`src/rtl/shift_issue_unit_pkg.sv`:
```
// Shared types and constants for the shift issue unit and its shift core.
// SHIFT_ROTATE_EN adds a per-request rotate flag to the queued request.
package shift_issue_unit_pkg;

    localparam int DATA_W = 32;
    localparam int AMT_W  = 5;

    localparam logic LEFT  = 1'b0;
    localparam logic RIGHT = 1'b1;

    typedef struct packed {
        logic              dir;
        logic [AMT_W-1:0]  amt;
        logic [DATA_W-1:0] data;
`ifdef SHIFT_ROTATE_EN
        logic              rot;
`endif
    } req_t;

    typedef enum logic {
        OUT_EMPTY = 1'b0,
        OUT_FULL  = 1'b1
    } out_state_t;

endpackage

```
`src/rtl/shift_issue_unit_if.sv`:
```
// Request/result handshake bundle of the shift issue unit; master drives requests.
// in_rot exists only when SHIFT_ROTATE_EN is defined.
interface shift_issue_unit_if
    import shift_issue_unit_pkg::*;
#(
    parameter int DEPTH = 4
);
    logic                     in_valid;
    logic                     in_ready;
    logic                     in_dir;
    logic [AMT_W-1:0]         in_amt;
    logic [DATA_W-1:0]        in_data;
`ifdef SHIFT_ROTATE_EN
    logic                     in_rot;
`endif
    logic                     out_valid;
    logic                     out_ready;
    logic [DATA_W-1:0]        out_data;
    logic                     out_dir;
    logic [$clog2(DEPTH):0]   count;

    modport master (
        output in_valid, in_dir, in_amt, in_data,
`ifdef SHIFT_ROTATE_EN
        output in_rot,
`endif
        output out_ready,
        input  in_ready, out_valid, out_data, out_dir, count
    );

    modport slave (
        input  in_valid, in_dir, in_amt, in_data,
`ifdef SHIFT_ROTATE_EN
        input  in_rot,
`endif
        input  out_ready,
        output in_ready, out_valid, out_data, out_dir, count
    );

endinterface

```
`src/rtl/shift_issue_unit_shift_core.sv`:
```
// Combinational 32-bit logical shifter; with SHIFT_ROTATE_EN also rotates.
// Zero latency, no handshake.
module shift_core
    import shift_issue_unit_pkg::*;
(
    input  logic              dir,
    input  logic [AMT_W-1:0]  amt,
    input  logic [DATA_W-1:0] data,
`ifdef SHIFT_ROTATE_EN
    input  logic              rot,
`endif
    output logic [DATA_W-1:0] result
);

    logic [DATA_W-1:0] shl;
    logic [DATA_W-1:0] shr;

    assign shl = data << amt;
    assign shr = data >> amt;

`ifdef SHIFT_ROTATE_EN
    // (32 - amt) mod 32: for amt = 0 the wrapped part equals data, so OR-ing is harmless
    logic [AMT_W-1:0] inv_amt;
    assign inv_amt = AMT_W'(0) - amt;

    always_comb begin
        result = (dir == LEFT) ? shl : shr;
        if (rot) begin
            result = (dir == LEFT) ? (shl | (data >> inv_amt))
                                   : (shr | (data << inv_amt));
        end
    end
`else
    assign result = (dir == LEFT) ? shl : shr;
`endif

endmodule

```
`src/rtl/shift_issue_unit.sv`:
```
// Queues shift requests in a DEPTH-entry FIFO and issues one per cycle into a registered result stage; 2-cycle latency.
// Backpressure: out_ready low stalls the result stage, FIFO fills, in_ready (registered) drops at full. SHIFT_ROTATE_EN adds rotate.
module shift_issue_unit
#(
    parameter int DEPTH = 4
)(
    input  logic             clk,
    input  logic             rst_n,
    shift_issue_unit_if.slave bus
);
    import shift_issue_unit_pkg::*;

    localparam int PTR_W = $clog2(DEPTH);
    localparam int CNT_W = PTR_W + 1;

    req_t              mem [DEPTH];
    logic [PTR_W-1:0]  wr_ptr;
    logic [PTR_W-1:0]  rd_ptr;
    logic [CNT_W-1:0]  count_q;
    logic [CNT_W-1:0]  count_nxt;
    logic              in_ready_q;
    logic              push;
    logic              pop;
    req_t              req_in;
    req_t              head;
    logic [DATA_W-1:0] shift_res;

    out_state_t        state_q;
    out_state_t        state_nxt;
    logic [DATA_W-1:0] out_data_q;
    logic              out_dir_q;

    assign push      = bus.in_valid && in_ready_q;
    assign pop       = (count_q != '0) && ((state_q == OUT_EMPTY) || bus.out_ready);
    assign count_nxt = count_q + CNT_W'(push) - CNT_W'(pop);

    always_comb begin
        req_in      = '0;
        req_in.dir  = bus.in_dir;
        req_in.amt  = bus.in_amt;
        req_in.data = bus.in_data;
`ifdef SHIFT_ROTATE_EN
        req_in.rot  = bus.in_rot;
`endif
    end

    // Storage is not reset: only pointers and occupancy define what is valid
    always_ff @(posedge clk) begin
        if (push) begin
            mem[wr_ptr] <= req_in;
        end
    end

    always_ff @(posedge clk or negedge rst_n) begin
        if (!rst_n) begin
            wr_ptr     <= '0;
            rd_ptr     <= '0;
            count_q    <= '0;
            in_ready_q <= 1'b0;
        end else begin
            if (push) wr_ptr <= wr_ptr + 1'b1;
            if (pop)  rd_ptr <= rd_ptr + 1'b1;
            count_q    <= count_nxt;
            in_ready_q <= (count_nxt < CNT_W'(DEPTH));
        end
    end

    assign head = mem[rd_ptr];

    shift_core u_shift_core (
        .dir    (head.dir),
        .amt    (head.amt),
        .data   (head.data),
`ifdef SHIFT_ROTATE_EN
        .rot    (head.rot),
`endif
        .result (shift_res)
    );

    always_comb begin
        state_nxt = state_q;
        case (state_q)
            OUT_EMPTY: if (pop) state_nxt = OUT_FULL;
            OUT_FULL:  if (bus.out_ready && !pop) state_nxt = OUT_EMPTY;
            default:   state_nxt = OUT_EMPTY;
        endcase
    end

    always_ff @(posedge clk or negedge rst_n) begin
        if (!rst_n) begin
            state_q    <= OUT_EMPTY;
            out_data_q <= '0;
            out_dir_q  <= 1'b0;
        end else begin
            state_q <= state_nxt;
            if (pop) begin
                out_data_q <= shift_res;
                out_dir_q  <= head.dir;
            end
        end
    end

    assign bus.in_ready  = in_ready_q;
    assign bus.out_valid = (state_q == OUT_FULL);
    assign bus.out_data  = out_data_q;
    assign bus.out_dir   = out_dir_q;
    assign bus.count     = count_q;

endmodule
```
`src/flat_wrapper.sv`:
```
// flat-port wrapper written by rule: the top's interface ports become plain ports
module shift_issue_unit_flat import shift_issue_unit_pkg::*;
#(
    parameter int DEPTH = 4
)
  (clk, rst_n, bus_in_valid, bus_in_dir, bus_in_amt, bus_in_data, bus_out_ready, bus_in_ready, bus_out_valid, bus_out_data, bus_out_dir, bus_count);
  shift_issue_unit_if #(.DEPTH(DEPTH)) bus_i ();
  input  logic clk;
  input  logic rst_n;
  input wire logic [$bits(bus_i.in_valid)-1:0] bus_in_valid;
  input wire logic [$bits(bus_i.in_dir)-1:0] bus_in_dir;
  input wire logic [$bits(bus_i.in_amt)-1:0] bus_in_amt;
  input wire logic [$bits(bus_i.in_data)-1:0] bus_in_data;
  input wire logic [$bits(bus_i.out_ready)-1:0] bus_out_ready;
  output wire logic [$bits(bus_i.in_ready)-1:0] bus_in_ready;
  output wire logic [$bits(bus_i.out_valid)-1:0] bus_out_valid;
  output wire logic [$bits(bus_i.out_data)-1:0] bus_out_data;
  output wire logic [$bits(bus_i.out_dir)-1:0] bus_out_dir;
  output wire logic [$bits(bus_i.count)-1:0] bus_count;
  assign bus_i.in_valid = bus_in_valid;
  assign bus_i.in_dir = bus_in_dir;
  assign bus_i.in_amt = bus_in_amt;
  assign bus_i.in_data = bus_in_data;
  assign bus_i.out_ready = bus_out_ready;
  assign bus_in_ready = bus_i.in_ready;
  assign bus_out_valid = bus_i.out_valid;
  assign bus_out_data = bus_i.out_data;
  assign bus_out_dir = bus_i.out_dir;
  assign bus_count = bus_i.count;
  shift_issue_unit #(.DEPTH(DEPTH)) u_core (.clk(clk), .rst_n(rst_n), .bus(bus_i));
endmodule
```
`config.mk`:
```
export PLATFORM = sky130hd
export DESIGN_NAME = shift_issue_unit_flat
export DESIGN_NICKNAME = d
export VERILOG_FILES = /design/src/rtl/shift_issue_unit_pkg.sv /design/src/rtl/shift_issue_unit_if.sv /design/src/rtl/shift_issue_unit_shift_core.sv /design/src/rtl/shift_issue_unit.sv /design/src/flat_wrapper.sv
export SDC_FILE = /design/constraint.sdc
export NUM_CORES = 1
export LEC_CHECK = 0
export CAP_MARGIN = 30
export CORE_AREA = 2 2 174 176
export CTS_CLUSTER_SIZE = 30
export DETAILED_ROUTE_END_ITERATION = 10
export DIE_AREA = 0 0 176 178
export SETUP_SLACK_MARGIN = 0.3
export SLEW_MARGIN = 20
export SYNTH_ARGS = -nofsm -noshare
export SYNTH_HDL_FRONTEND = slang
export SYNTH_HIERARCHICAL = 1
export SYNTH_SLANG_ARGS = --single-unit
```
`constraint.sdc`:
```
create_clock -name clk -period 5.6 [get_ports clk]
set_input_delay 1.12 -clock clk [delete_from_list [all_inputs] [get_ports clk]]
set_output_delay 1.12 -clock clk [all_outputs]
set_load 0.01 [all_outputs]
```
Word-level counts from Yosys, hierarchy flattened. Memory sizes are Yosys's and may differ from the RTL's. Cells that the tools add are included.

Memory bits (writable): 152. Register bits: 42. Input port bits: 42. Memories kept: 1. Word-level logic and storage cells: 28. Output and inout port bits: 38.

$add $sub $neg: 4. Bitwise logic cells: 1. Muxes and demuxes: 6. Reductions and logical operators: 6. $lt $le $gt $ge: 1. Shift-type cells: 2.

Memories: u_core.mem (depth 4, bits a word 38, rd ports 1, clocked after memory_dff 0, write ports 1, line shift_issue_unit.sv:16) `req_t mem [DEPTH];`.

Operators with widths (number): 32-bit two-way mux (1); 32-bit by 5-bit left shift with 32-bit output (1); 32-bit by 5-bit right shift with 32-bit output (1); 2-bit by 1-bit adder with 2-bit output (second input constant) (2); 1-bit two-way mux (4); 3-bit by 1-bit adder with 3-bit output (1); 1-bit logical AND (3); 3-bit < comparator (second input constant) (1); 3-bit nonzero test (1); 3-bit by 1-bit subtractor with 3-bit output (1); 1-bit case mux with 2 select lines (1); 1-bit logical NOT (1); 1-bit logical OR (1); 1-bit inverter (1).

Longest topological paths before layout. Gate-level depths: netlist of run 1.

Depth in word-level cells: 7. Mapped depth: 13.

Cells and area by module. Netlist of run 1, hierarchy kept.

By module, submodules not included: shift_issue_unit (cells an instance 306, area an instance 7320.8 sq um, instances 1, sequential area each 5615.4 sq um); shift_core (cells an instance 497, area an instance 3789.9 sq um, instances 1, sequential area each 0.0 sq um).

Least setup slack after synthesis of run 1. OpenSTA, ideal clock, no wires.

Path kind: register -> register. Start point: register u_core.rd_ptr[0]. End point: register u_core.out_data_q[21], in the netlist u_core/bus.out_data[21]. Data required time: 5.475 ns. Library setup time: 0.125 ns. Slack: 2.529 ns. Period minus slack after synthesis: 3.071 ns. Cell stages (with the launch flop): 12. Arrival: 2.946 ns. Buffers on the path: 4. Path through: dfrtp_1 -> buf_6 -> buf_6 -> mux4_2 -> buf_6 -> buf_6 -> mux2_4 -> mux2_4 -> a221oi_2 -> o32ai_1 -> a221o_1 -> mux2_4.

RTL lines: start: declaration (line shift_issue_unit.sv:18) `logic [PTR_W-1:0] rd_ptr;`; start signal: assignment (line shift_issue_unit.sv:62) `if (pop) rd_ptr <= rd_ptr + 1'b1;`; end signal: assignment (line shift_issue_unit.sv:97) `out_data_q <= shift_res;`; end: declaration (line shift_issue_unit.sv:30) `logic [DATA_W-1:0] out_data_q;`.

==> results of run 1 <==
## layout make-up
type	instances	area (µm²)	share of cell area [%]
Clock buffer	17	425	3.33
Clock inverter	14	145	1.14
Inverter	11	41.3	0.323
Multi-Input combinational cell	535	5060	39.6
Sequential cell	194	5620	44.0
Tap cell	390	488	3.82
Timing Repair Buffer	97	991	7.76
## per-layer routing
metal  up-vias  wire length [µm]
met3        53              2730
met2       401             14200
met5         -                 0
li1       3352                 -
met1      3820             13900
met4         0               921
## critical path, stage by stage (launching register included)
cell and delay (ns):
sky130_fd_sc_hd__dfrtp_2 0.59, sky130_fd_sc_hd__mux4_4 1.12, sky130_fd_sc_hd__mux2_2 0.45, sky130_fd_sc_hd__mux2i_1 0.60, sky130_fd_sc_hd__nor2_1 0.09, sky130_fd_sc_hd__a211oi_1 0.38, sky130_fd_sc_hd__o221ai_1 0.22, sky130_fd_sc_hd__mux2_4 0.30
## sequential cells by signal (all words and copies together), names as in the netlist
signal	cells
u_core/bus.count	3
u_core/bus.in_ready	1
u_core/bus.out_data	32
u_core/bus.out_dir	1
u_core/bus.out_valid	1
u_core/mem	152
u_core/rd_ptr	2
u_core/wr_ptr	2
## cells in the mapped netlist, drive strengths merged (3+ instances only)
master and number:
nor2b 6, o2111ai 5, nand2b 9, inv 10, dfrtp 42, a221o 6
o22ai 23, a211oi 12, nor4 4, o32ai 10, ha 6, nand2 48
or2 4, mux4 63, o221ai 7, edfxtp 152, and3 7, a21oi 20
mux2i 53, clkbuf 24, mux2 72, nor3 4, nand3b 4, xor2 3
a32oi 3, o21ai 10, buf 39, a221oi 8, or3 3, a22oi 6
nor2 57, a31oi 7, a211o 3, o211ai 23, nand3 17
## cells in the final DEF (no fill, tap or decap), types with 4 or more instances in the layout
cell type and instances:
sky130_fd_sc_hd__clkdlybuf4s50_1 78, sky130_fd_sc_hd__o22ai_1 23, sky130_fd_sc_hd__a221oi_1 7, sky130_fd_sc_hd__ha_1 6, sky130_fd_sc_hd__inv_6 6, sky130_fd_sc_hd__buf_12 4
sky130_fd_sc_hd__o21ai_0 9, sky130_fd_sc_hd__a211oi_1 12, sky130_fd_sc_hd__dfrtp_1 41, sky130_fd_sc_hd__buf_4 13, sky130_fd_sc_hd__mux2_4 30, sky130_fd_sc_hd__nor2b_1 5
sky130_fd_sc_hd__o211ai_1 23, sky130_fd_sc_hd__nand2b_1 9, sky130_fd_sc_hd__a31oi_1 7, sky130_fd_sc_hd__o32ai_1 10, sky130_fd_sc_hd__nand2_1 48, sky130_fd_sc_hd__o221ai_1 7
sky130_fd_sc_hd__nor2_1 56, sky130_fd_sc_hd__a21oi_1 19, sky130_fd_sc_hd__and3_2 4, sky130_fd_sc_hd__mux2i_1 53, sky130_fd_sc_hd__inv_1 10, sky130_fd_sc_hd__clkbuf_16 17
sky130_fd_sc_hd__nand3b_1 4, sky130_fd_sc_hd__nand3_1 17, sky130_fd_sc_hd__mux2_1 4, sky130_fd_sc_hd__edfxtp_1 152, sky130_fd_sc_hd__mux4_2 61, sky130_fd_sc_hd__a221o_1 6
sky130_fd_sc_hd__mux2_2 38, sky130_fd_sc_hd__a22oi_1 6, sky130_fd_sc_hd__nor4_1 4, sky130_fd_sc_hd__o2111ai_1 5
## path summary, 6_finish.rpt
check / start / to / slack (ns) / depth (start not counted)
worst max register to register: u_core/rd_ptr[0]$_DFFE_PN0P_ / u_core/bus.out_data[13]$_DFFE_PN0P_ / 1.69 / 7
worst max-delay path: u_core/rd_ptr[0]$_DFFE_PN0P_ / u_core/bus.out_data[13]$_DFFE_PN0P_ / 1.69 / 7
max in group asynchronous: rst_n / u_core/rd_ptr[0]$_DFFE_PN0P_ / 4.53 / 2
worst min register to register: u_core/bus.out_data[29]$_DFFE_PN0P_ / u_core/bus.out_data[29]$_DFFE_PN0P_ / 0.51 / 1
worst min-delay path: u_core/bus.out_data[29]$_DFFE_PN0P_ / u_core/bus.out_data[29]$_DFFE_PN0P_ / 0.51 / 1
min in group asynchronous: rst_n / u_core/bus.out_data[5]$_DFFE_PN0P_ / 0.58 / 1
## logic make-up (layout without fill, tap and decap cells)
group / Yosys count / count (layout) / share of synthesized area, %
simple gates: 169 / 169 / 7.14
mux: 188 / 188 / 25.9
buf+inv: 74 / 139 / 4.04
flops: 194 / 194 / 50.5
fa+ha+maj: 7 / 7 / 0.856
xor+xnor: 5 / 5 / 0.394
compound gates: 166 / 166 / 11.2
## per-stage QoR
stage	std cells	setup slack [ns]
after floorplan	803	2.53
after global placement	1222	1.74
after detailed placement	1227	1.69
after CTS	1258	1.78
after global routing	1258	1.54
final	1258	1.69
==> run summary, run 1 <==
The flow ran to the end, and the final reports show no timing, DRC or antenna violations. The global-route wire length before repair came out at just under 50000 µm. The number of instances in the synthesized netlist came out at between 800 and 900.

The total of flip-flops plus latches after synthesis is between 150 and 200. The die footprint is 0.0313 mm². The sequential cell area fraction in the yosys report came out at between 50% and 60%. The source-to-sink clock delay at the later pin of the worst-skew pair is ~0.43 ns.

The number of nets in the synthesized netlist is about 850. The count of antenna-violating nets left after detailed routing came out at 0. The transition at the pin with the smallest max-transition slack is 1.02 ns. Of all nets on the critical path, the largest fanout is between 70 and 80. Dividing the detail-routed wire length by the instance count gives about 25 µm. Sorting the synthesized cells by area gives the leading types as sky130_fd_sc_hd__edfxtp_1, sky130_fd_sc_hd__mux4_2, sky130_fd_sc_hd__dfrtp_1. Setup repair after global routing left no endpoint under its margin. The worst setup path is of the flip-flop to flip-flop kind.

The initial antenna violation count is 0. TritonCTS built the clock tree. The finished cells cover ~0.013 mm².

The worst endpoint required time came out at about 6 ns. The cell sitting at the root of the clock tree is a sky130_fd_sc_hd__clkbuf_16. The time the final worst path needs with I/O delays and setup is between 3 and 4 ns. The fmax came out at roughly 260 MHz. The count of clock tree sinks is just under 200. The remaining max-slew budget at the tightest pin is 31.7%.

The I/O pin count came out at 80. The final worst-path cycle share is 69.8%. The worst setup path is captured at a flip-flop. The residual DRC count came out at 0. Entering global routing, the biggest net connects 73 pins. The first detailed-routing pass ran for 7 iterations. The final-layout fill cell count came out at 2668. The number of buffers inserted by hold repair at cts is 0. The final hold slack is 0.513 ns. The proportion of netlist area held by the largest area contributor came out at around 41%.

The count of port buffers added during placement is approximately 80. The TritonCTS buffer count came out at 17. The min-delay analysis places its worst path in the category flip-flop to flip-flop. The net count of the finished layout came out at slightly above 900. The post-synth design cell area is around 0.011 mm².

The post-cts gate resize count is 0. The via count came out at between 7000 and 8000. The max-slew violation count is 0. The number of placement rows came out at 63. The met3 layer usage reported by global route is under 10%. Dividing the synthesized area by the synthesized cell count gives about 14 µm². After detailed routing, the total wire length is about 32000 µm.

The total routing resource utilization after global routing came out at a little over a fifth. The number of buffers inserted by post-CTS setup repair is 0. The clock-pin slew of the registers on the worst-case setup and hold paths is roughly 0.070 ns. The maximum count of clock buffers along a single path is 2. The deepest level of the CTS H-tree is 4.

The tool flagged a number of max-cap violations equal to 0. The warning count from the yosys run is 6. The arrival time at the worst endpoint is between 4 and 5 ns. Measured along the x axis, the die boundary spans between 150 and 200 µm. The final setup skew came out at ~0.012 ns. The hold violation total from the final report came out at 0. The met1 usage in global routing came out at 29.6%. The utilization after layout came out at 43.4%. The number of synthesized flops with an enable pin is approximately 150. The DRC violation total after the first TritonRoute iteration came out at roughly 790. The number of global-route vias before repair is ~7500. Synthesis instantiated between 70 and 80 different standard cells from the library.

Of all cell types, the one taking the most synthesized area is sky130_fd_sc_hd__edfxtp_1. The share of synthesized flip-flops with an asynchronous set or reset is between 20% and 30%. After global routing the overflow that remains totals 0.

The routability-driven placement congestion ratio is slightly above 1. The most instantiated flip-flop cell in the synthesis netlist is sky130_fd_sc_hd__edfxtp_1. In the routed layout, each cell is associated on average with a via count of 6.06. Global routing used between 30 and 40% of the available met2 tracks. The half-perimeter wire length of the detailed placement result is ~23000 µm. Cells with a size suffix above 1 make up between 20% and 30% of the layout. Setup violations remaining at the end of the flow were counted as 0. From synthesis to final layout, the design area changed by 14.9%. The layer flagged by global routing as most heavily used is met2. The initial utilization of the core area, before any placement, comes to a little under two fifths. In this run the cell area measured after placement is 0.0122 mm².

The startpoint type of the worst setup path is a flip-flop. From bottom edge to top edge, the die measures approximately 180 µm. Adding up every negative setup slack in the final design gives 0 ns. The placeable core region is around 0.029 mm².

The number of diodes came out at 0.
Power of run 1 is left out: the tool's default activity adds up to more than one toggle a clock period on the data nets, which glitch-free logic cannot reach.
==> run 2, diff against run 1 <==
==> constraint.sdc (replaced) <==
create_clock -name clk -period 3.81 [get_ports clk]
set_input_delay 0.762 -clock clk [delete_from_list [all_inputs] [get_ports clk]]
set_output_delay 0.762 -clock clk [all_outputs]
set_load 0.01 [all_outputs]
==> run 2 against run 1 <==
Compared with the run above:
- non-clock buffer count rose by 34
- die area did not move
- via count rose by 2.8%
- clock skew fell by 0.0016 ns
- final cell count rose by 2.8%
- design area rose by 2.0%
- worst setup slack got worse by 1.3 ns
- critical path depth did not move
- register-to-register slack got worse by 1.3 ns
- wire length rose by 5.0%
- global-route usage rose by 0.86 points
- sequential cell count did not move
- critical path type unchanged
- highest routed layer unchanged
==> run summary, run 2 (synthesized netlist as in run 1, its figures left out) <==
The number of global-route vias before repair is 7573 (was 7451). The final setup skew is 0.0102 ns (was 0.0118 ns). The count of maximum capacitance violations is 0 (unchanged). The class of the tightest hold or removal check is primary input to async pin (was flip-flop to flip-flop).

The buffer and inverter count on the worst path is 1 (was 0). The routability-driven placement congestion ratio is 1.02 (was 1.01). Most frequent cells in the layout: sky130_fd_sc_hd__edfxtp_1, sky130_fd_sc_hd__clkdlybuf4s50_1, sky130_fd_sc_hd__mux4_2, sky130_fd_sc_hd__nor2_1, sky130_fd_sc_hd__mux2i_1 (unchanged).

The startpoint of the most critical setup path is u_core/rd_ptr[0]$_DFFE_PN0P_ (unchanged). The startpoint type of the worst setup path is a flip-flop (unchanged). The number of flip-flops in the largest register is 152 (unchanged). Cell chain of the critical path: mux4_4, buf_4, mux4_2, o22ai_1, a211oi_1, a221o_1, mux2_4 (was mux4_4, mux2_2, mux2i_1, nor2_1, a211oi_1, o221ai_1, mux2_4). The final worst slack is 0.401 ns (was 1.69 ns). The most common library cell in the layout ignoring fill and taps is sky130_fd_sc_hd__edfxtp_1 (unchanged).

The total routing resource utilization after global routing came to 21.7% (was 20.8%). The biggest cell delay along the critical path came out at 0.61 ns (was 1.12 ns). The fmax is 293 MHz (was 256 MHz). The initial antenna violation count is 0 (unchanged). The first-pass iteration count of the detailed router is 6 (was 7). Outcome: complete, no violations (unchanged). The I/O pin count is 80 (unchanged). The cell with the largest stage delay on the worst path is sky130_fd_sc_hd__mux4_2 (was sky130_fd_sc_hd__mux4_4). The share of layout cells above drive strength 1 is 25.6% (was 22.2%). The routed wire length per instance is 25.7 µm (was 25.2 µm). The placeable core region came out at 0.0294 mm² (unchanged).

The synthesis-to-layout area growth came out at 17.2% (was 14.9%). The master cell of the clock root buffer is sky130_fd_sc_hd__clkbuf_16 (unchanged). The source-to-sink clock delay at the later pin of the worst-skew pair came out at 0.44 ns (was 0.43 ns).

The maximum count of clock buffers along a single path was 2 (unchanged). The number of buffers inserted by post-CTS setup repair came out at 0 (unchanged). The residual DRC count is 0 (unchanged). The remaining max-slew budget at the tightest pin was 50.5% (was 31.7%). The hold violation total from the final report was 0 (unchanged). The number of diodes is 0 (unchanged). The deepest level of the CTS H-tree came out at 4 (unchanged).

The net count of the finished layout came to 939 (was 905). The cell class contributing the biggest share of worst-path delay is multiplexers (unchanged). The time the final worst path needs with I/O delays and setup is 3.41 ns (was 3.91 ns).

The transition at the pin with the smallest max-transition slack came out at 0.740 ns (was 1.02 ns). The arrival time at the worst endpoint came out at 3.74 ns (was 4.23 ns). The die footprint was 0.0313 mm² (unchanged). The routed via count divided by cell count was 6.06 (about the same). The total congestion overflow after global routing is 0 (unchanged). The clock-pin slew of the registers on the worst-case setup and hold paths is 0.07 ns (about the same).

The number of placement rows is 63 (unchanged). The final worst-path cycle share is 89.5% (was 69.8%). The height of the die is 178 µm (unchanged). The utilization after layout is 44.3% (was 43.4%). The global-route wire length before repair is 49900 µm (was 48200 µm). The largest net degree at the start of global routing is 67 (was 73). The horizontal die dimension came out at 176 µm (unchanged). The half-perimeter wire length of the detailed placement result is 24600 µm (was 23000 µm).

The count of antenna-violating nets left after detailed routing came out at 0 (unchanged). The sum of negative setup slack came out at 0 ns (unchanged). The total wire length after detailed routing is 33300 µm (was 31700 µm). The count of clock tree sinks was 194 (unchanged). The top register by number of flip-flops was u_core/mem (unchanged). The starting density of the core came out at 37.8% (unchanged). The category of the worst setup path capture point is a flip-flop (unchanged). The category of the most critical setup path is flip-flop to flip-flop (unchanged). The DRC violation total after the first TritonRoute iteration is 1017 (was 786). The count of port buffers added during placement is 79 (unchanged). The setup-violating endpoint count in the final report is 0 (unchanged). The worst endpoint required time is 4.14 ns (was 5.92 ns). The TritonCTS clock tree is done (unchanged). The peak fanout along the critical path came out at 52 (was 72).

The via count came to 7841 (was 7626). The worst setup timing slack at the placement stage is 0.326 ns (was 1.69 ns). The TritonCTS buffer count is 17 (unchanged). The final-layout fill cell count came to 2633 (was 2668). The launching point of the worst reg2reg path is u_core/rd_ptr[0]$_DFFE_PN0P_ (unchanged). Unrepaired setup endpoints after global routing: yes (was no). The max-slew violation count is 0 (unchanged).
## run 2: path summary, 6_finish.rpt
check                                                     end  slack (ns)  depth (start not counted)
setup / recovery           u_core/bus.out_data[7]$_DFFE_PN0P_        0.40                          7
setup reg to reg           u_core/bus.out_data[7]$_DFFE_PN0P_        0.40                          7
hold / removal             u_core/bus.out_data[5]$_DFFE_PN0P_        0.23                          1
min in group clk           u_core/bus.out_data[6]$_DFFE_PN0P_        0.51                          1
max in group asynchronous        u_core/rd_ptr[0]$_DFFE_PN0P_        3.06                          2
hold reg to reg            u_core/bus.out_data[6]$_DFFE_PN0P_        0.51                          1
## run 2: timing repair
action	CTS	global route
resized for setup	1	4
setup endpoints to repair	1	7
hold buffers	0	0
endpoints found under the hold margin	0	0
## run 2: per-stage QoR
stage | cells | hold WS, ns | area [µm²]
floorplan | 803 | 0.466 | 11100
global placement | 1260 | 0.496 | 12400
detailed placement | 1261 | 0.496 | 12400
CTS | 1293 | 0.217 | 13000
global route | 1293 | 0.231 | 13000
finish | 1293 | 0.231 | 13000
## run 2: area by class of cell
type	count	area [µm²]	area share [%]
clock inverters	15	143	1.10
clock buffers	17	425	3.27
well taps	390	488	3.75
multi-input cells	535	5070	39.0
inverters	11	41.3	0.317
repair buffers	131	1230	9.45
flip-flops and latches	194	5620	43.2
## run 2: routing by layer
layer  global-route usage (%)  part of all wire (%)
met1                     30.5                    44
met2                     32.0                    44
met3                     4.97                   7.4
met4                     9.71                   4.0
met5                        0                     0
Power of run 2 is left out for the same reason.
